## config.mk

```make
export PLATFORM = sky130hd
export DESIGN_NAME = cpu_instr_fetch_unit
export DESIGN_NICKNAME = d
export VERILOG_FILES = /design/src/rtl/cpu_pkg.sv /design/src/rtl/cpu_instr_fetch_unit.sv
export SDC_FILE = /design/constraint.sdc
export NUM_CORES = 1
export LEC_CHECK = 0
export CORE_MARGIN = 3
export CORE_UTILIZATION = 35
export CTS_CLUSTER_DIAMETER = 100
export DETAILED_ROUTE_END_ITERATION = 12
export GPL_TIMING_DRIVEN = 0
export PLACE_DENSITY = 0.77
export SYNTH_ARGS = -nofsm -noshare
export SYNTH_HDL_FRONTEND = slang
export SYNTH_SLANG_ARGS = --single-unit
```

## constraint.sdc

```tcl
create_clock -name clk -period 1.25 [get_ports clk]
set_input_delay 0.25 -clock clk [delete_from_list [all_inputs] [get_ports clk]]
set_output_delay 0.25 -clock clk [all_outputs]
set_load 0.005 [all_outputs]
```

## src/rtl/cpu_pkg.sv

```systemverilog
// Shared types and constants for the instruction fetch unit.
package cpu_pkg;

  typedef enum logic [2:0] {
    IFU_IDLE  = 3'd0,
    IFU_REQ   = 3'd1,
    IFU_WAIT  = 3'd2,
    IFU_HOLD  = 3'd3,
    IFU_DRAIN = 3'd4
  } ifu_state_e;

  localparam logic [31:0] INSTR_NOP = 32'h0000_0013;

endpackage

```

## src/rtl/cpu_instr_fetch_unit.sv

```systemverilog
// Instruction fetch unit: one req/gnt/rvalid transaction at a time, result held for decode.
// Optional CPU_IFU_ALIGN_CHECK_EN: misaligned addresses fault locally with a NOP instead of going to memory.
//
// state     | meaning
// IFU_IDLE  | ready for a new fetch address
// IFU_REQ   | imem_req asserted, waiting for grant
// IFU_WAIT  | granted, waiting for read data
// IFU_HOLD  | instruction presented to decode
// IFU_DRAIN | flushed after grant, swallowing the outstanding response
module cpu_instr_fetch_unit
  import cpu_pkg::*;
#(
  parameter int ADDR_WIDTH = 32,
  parameter int DATA_WIDTH = 32
) (
  input  logic                  clk,
  input  logic                  rst_n,
  input  logic                  if_req_valid,
  input  logic [ADDR_WIDTH-1:0] if_req_addr,
  output logic                  if_req_ready,
  input  logic                  flush,
  output logic                  imem_req,
  output logic [ADDR_WIDTH-1:0] imem_addr,
  input  logic                  imem_gnt,
  input  logic                  imem_rvalid,
  input  logic [DATA_WIDTH-1:0] imem_rdata,
  input  logic                  imem_err,
  output logic                  instr_valid,
  output logic [DATA_WIDTH-1:0] instr,
  output logic [ADDR_WIDTH-1:0] instr_pc,
  output logic                  instr_err,
  input  logic                  instr_ready
);

  ifu_state_e            state_q, state_d;
  logic                  imem_req_q, imem_req_d;
  logic [ADDR_WIDTH-1:0] imem_addr_q, imem_addr_d;
  logic                  instr_valid_q, instr_valid_d;
  logic [DATA_WIDTH-1:0] instr_q, instr_d;
  logic [ADDR_WIDTH-1:0] instr_pc_q, instr_pc_d;
  logic                  instr_err_q, instr_err_d;

  always_comb begin
    state_d       = state_q;
    imem_req_d    = imem_req_q;
    imem_addr_d   = imem_addr_q;
    instr_valid_d = instr_valid_q;
    instr_d       = instr_q;
    instr_pc_d    = instr_pc_q;
    instr_err_d   = instr_err_q;

    unique case (state_q)
      IFU_IDLE: begin
        if (if_req_valid && !flush) begin
          instr_pc_d = if_req_addr;
`ifdef CPU_IFU_ALIGN_CHECK_EN
          if (if_req_addr[1:0] != 2'b00) begin
            instr_d       = DATA_WIDTH'(INSTR_NOP);
            instr_err_d   = 1'b1;
            instr_valid_d = 1'b1;
            state_d       = IFU_HOLD;
          end else begin
            imem_addr_d = if_req_addr;
            imem_req_d  = 1'b1;
            state_d     = IFU_REQ;
          end
`else
          imem_addr_d = if_req_addr;
          imem_req_d  = 1'b1;
          state_d     = IFU_REQ;
`endif
        end
      end
      IFU_REQ: begin
        // Grant and rvalid never coincide here, so rvalid is not examined.
        if (imem_gnt) begin
          imem_req_d = 1'b0;
          state_d    = flush ? IFU_DRAIN : IFU_WAIT;
        end else if (flush) begin
          imem_req_d = 1'b0;
          state_d    = IFU_IDLE;
        end
      end
      IFU_WAIT: begin
        if (flush) begin
          state_d = imem_rvalid ? IFU_IDLE : IFU_DRAIN;
        end else if (imem_rvalid) begin
          instr_d       = imem_rdata;
          instr_err_d   = imem_err;
          instr_valid_d = 1'b1;
          state_d       = IFU_HOLD;
        end
      end
      IFU_HOLD: begin
        if (instr_ready || flush) begin
          instr_valid_d = 1'b0;
          state_d       = IFU_IDLE;
        end
      end
      IFU_DRAIN: begin
        if (imem_rvalid) state_d = IFU_IDLE;
      end
      default: begin
        state_d       = IFU_IDLE;
        imem_req_d    = 1'b0;
        instr_valid_d = 1'b0;
      end
    endcase
  end

  always_ff @(posedge clk or negedge rst_n) begin
    if (!rst_n) begin
      state_q       <= IFU_IDLE;
      imem_req_q    <= 1'b0;
      imem_addr_q   <= '0;
      instr_valid_q <= 1'b0;
      instr_q       <= '0;
      instr_pc_q    <= '0;
      instr_err_q   <= 1'b0;
    end else begin
      state_q       <= state_d;
      imem_req_q    <= imem_req_d;
      imem_addr_q   <= imem_addr_d;
      instr_valid_q <= instr_valid_d;
      instr_q       <= instr_d;
      instr_pc_q    <= instr_pc_d;
      instr_err_q   <= instr_err_d;
    end
  end

  assign if_req_ready = (state_q == IFU_IDLE);
  assign imem_req     = imem_req_q;
  assign imem_addr    = imem_addr_q;
  assign instr_valid  = instr_valid_q;
  assign instr        = instr_q;
  assign instr_pc     = instr_pc_q;
  assign instr_err    = instr_err_q;

endmodule
```

==> run summary <==
switching share of total power - 27.97%
width of the die - 100.4 um
setup repair after global routing missed its margin - yes
cell area power density - 2365 mW/mm2
Rel. slew slack - 40.97%
failing checks - setup timing
CTS root buf - clkbuf_8
number of instances in the placed design - 482
Port-buffer cells - 171
antenna violations before repair - 0
slowest cell on the critical path - clkdlybuf4s50_1
Internal Pwr Total - 0.01014 W
proportion of layout cells with a drive suffix above 1 - 52.33%
number of slew-limit violations in the final report - 0
static leakage - 2.913 nW
kind of critical path - input pin to flop
detailed placement HPWL - 5.922 mm
DRC marker count from the first detailed-route iteration - 14
total routed wire length on the met1 layer - 3.628 mm
clock latency at the later pin of the worst-skew pair - 0.33 ns
number of synthesized register bits - 70
via count of the first global-routing pass - 2924
largest driver fanout on the critical path - 10
ports placed on the boundary - 172
part of the total power dissipated in sequential elements - 28.6%
Netlist Area Pre-Place - 0.003119 mm2
Die Height - 100.4 um
power spent charging and discharging nets - 0.003935 W
largest buffer count on any clock path - 2
DRC violation count after routing - 0
Clk network pwr share - 14.5%
Layout Skew - 0.007205 ns
diode count - 0
top layer in use - met4
H-tree levels - 3
result of the run - finished, violations left
CTS buffer count - 9
met3 WL - 901 um
Comb power frac - 56.9%
measured slew at the worst slew-check pin - 0.8854 ns
crit path time final - 1.490 ns
Syn. warnings - 0
number of standard-cell rows in the floorplan - 33
utilization after layout - 70.65%
CP Data Arrival Time - 1.70 ns
longest individual stage delay on the worst path - 0.45 ns
critical path required time - 1.46 ns
total of max-cap violations - 0
Avg Inst Size Synth - 15.14 um2
post-synthesis cell type count - 29
area of the die - 0.01008 mm2
post-synth net total - 278
sinks on the clock net - 70
pin count of the biggest net entering global routing - 71
residual overflow from global routing - 0
CP cell instances - clkdlybuf4s50_1 > nor2b_2 > nand2_4 > buf_12 > mux2_4
area of combinational cells with multiple inputs - 0.001109 mm2
fin crit share - 119.2%
final weighted congestion of routability-driven global placement - 0.7194
global-route wire length before repair - 15.22 mm
TritonCTS clock tree - yes
Vias per Instance - 4.608
total number of vias - 2562
number of standard cells in the layout, taps in and fillers out - 556
kind of end point of the critical path - flop
aggregate routed wire length - 9.688 mm
maximum resistive drop on vdd - 1118 uV
count of nets after finishing - 519
maximum frequency from static timing analysis - 0.6713 GHz
endpoints failing setup - 74
proportion of synthesized chip area in sequential cells - 56.16%
wire length on met2 - 5.013 mm
count of nets left with antenna violations after detail routing - 0
Initial DRT Pass Iterations - 4
core area - 0.008423 mm2
setup ws final - -0.2397 ns
FILL cells - 578
synthesized netlist cell count - 206
Initial Utilization - 37.03%
combined flip-flop and latch cell area - 0.001754 mm2
wire length per cell - 17.42 um
class of the worst hold path - input pin to async pin
count of final hold-check violations - 0
layout overhead on the synthesized area - 90.77%
post-cts hold buffer count - 0
overall fraction of global-route tracks in use - 19.46%
nature of the critical path startpoint - input pin
clock-pin slew on the worst setup and hold paths - 0.08 ns
==> worst max-delay path: cells and delay by family <==
family	cells	cell delay, ns
multiplexers	1	0.30
AND/OR/NAND/NOR	2	0.50
buffers and inverters	2	0.64
==> power by group through the flow <==
stage | logic (W) | clock network, W | registers (W)
2_1_floorplan | 0.00255 | 0 | 0.00404
3_3_place_gp | 0.00614 | 0 | 0.00400
3_5_place_dp | 0.00627 | 0 | 0.00407
4_1_cts | 0.00800 | 0.00209 | 0.00393
5_1_grt | 0.00858 | 0.00221 | 0.00414
6_report | 0.00800 | 0.00205 | 0.00402
==> layout make-up <==
| type | count | share of cell area, % |
|---|---|---|
| timing repair buffer | 255 | 42.37 |
| sequential | 70 | 29.48 |
| multi-input combinational | 93 | 18.63 |
| buffer | 16 | 3.469 |
| clock buffer | 11 | 2.544 |
| tap | 105 | 2.208 |
| clock inverter | 4 | 1.177 |
| inverter | 2 | 0.1262 |
==> metal layers <==
metal  vias up  global-route usage [%]
met5         -                       0
met4         0                   4.663
met3        15                   6.254
met2       132                   35.17
met1      1254                   22.24
li1       1161                       -
==> synth_stat cells <==
| cell type | number | area [um2] |
|---|---|---|
| o221ai_1 | 1 | 8.760 |
| o211ai_1 | 1 | 7.510 |
| nand2b_1 | 1 | 6.260 |
| a211oi_1 | 1 | 7.510 |
| a32o_1 | 1 | 10.01 |
| nand3_1 | 1 | 5.000 |
| and3b_1 | 1 | 8.760 |
| buf_6 | 4 | 45.04 |
| nor3_4 | 1 | 16.27 |
| or4b_1 | 1 | 10.01 |
| nand4_4 | 1 | 21.27 |
| mux2_1 | 2 | 22.52 |
| nor2_4 | 1 | 11.26 |
| inv_1 | 2 | 7.510 |
| mux2_2 | 33 | 371.6 |
| o21ai_0 | 3 | 15.01 |
| mux2i_1 | 1 | 10.01 |
| nand2_1 | 3 | 11.26 |
| nor3b_1 | 1 | 7.510 |
| mux2_4 | 30 | 450.4 |
| nor2_1 | 1 | 3.750 |
| buf_2 | 5 | 25.02 |
| o31ai_1 | 1 | 7.510 |
| nor2b_1 | 1 | 6.260 |
| buf_4 | 32 | 240.2 |
| a21oi_1 | 3 | 15.01 |
| nor3_1 | 2 | 10.01 |
| dfrtp_1 | 70 | 1752 |
| nand2_2 | 1 | 6.260 |
==> worst paths after layout <==
path                                         from                 endpoint  slack [ns]  cells past startpoint
max                                  if_req_valid  instr_pc[9]$_DFFE_PN0P_       -0.24                      5
min reg2reg                 instr[22]$_DFFE_PN0P_    instr[22]$_DFFE_PN0P_        0.51                      1
max in group asynchronous                   rst_n   state_q[0]$_DFFE_PN0P_        0.58                      1
min in group clk                            flush   state_q[1]$_DFFE_PN0P_        0.43                      2
max reg2reg                state_q[2]$_DFFE_PN0P_   state_q[0]$_DFFE_PN0P_       -0.24                      5
min                                         rst_n  instr_pc[5]$_DFFE_PN0P_        0.03                      1
==> cell families (layout without fill, tap and decap cells) <==
logic type / count (synthesis) / after routing / synth area share [%]
AO/OA/AOI/OAI: 11 / 11 / 2.286
AND/OR/NAND/NOR: 16 / 16 / 3.971
flip-flops: 70 / 70 / 56.16
multiplexers: 66 / 66 / 27.40
buffers and inverters: 43 / 288 / 10.19
==> flip-flops by register name (all words and copies together) (netlist names) <==
signal / cells
instr_err: 1
instr: 32
imem_req: 1
instr_pc: 32
state_q: 3
instr_valid: 1
==> layout by cell type, fill, tap and decap left out, drive strengths merged <==
cell type / instances
nand2b: 1
clkbuf: 20
nand3: 1
clkinv: 2
o211ai: 1
nor3: 3
dlygate4sd2: 1
mux2i: 1
nor2: 2
and3b: 1
nand4: 1
clkdlybuf4s15: 57
o31ai: 1
o21ai: 3
or4b: 1
nand2: 4
a211oi: 1
a21oi: 3
bufinv: 2
buf: 135
clkdlybuf4s50: 69
mux2: 65
o221ai: 1
dfrtp: 70
nor3b: 1
nor2b: 1
a32o: 1
inv: 2
==> stage by stage <==
stage	power, W	setup WS [ns]	setup TNS [ns]	cell area, um2	hold WS [ns]
CTS	0.01402	-0.2761	-16.20	5956	0.06284
floorplan	0.006586	-0.1285	-5.231	3146	-0.04559
detailed placement	0.01035	-0.7548	-43.06	4986	0.4309
global route	0.01493	-0.3027	-16.66	5951	0.09334
finish	0.01407	-0.2397	-12.40	5951	0.03493
global placement	0.01015	-2.475	-213.48	4989	0.4865
==> repair_timing <==
action	4_1_cts	5_1_grt
setup endpoints to repair	168	154
setup buffers	83	20
gates cloned	3	0
resized for setup	307	94
pin swaps	4	4
(Power assumes the default switching activity.)
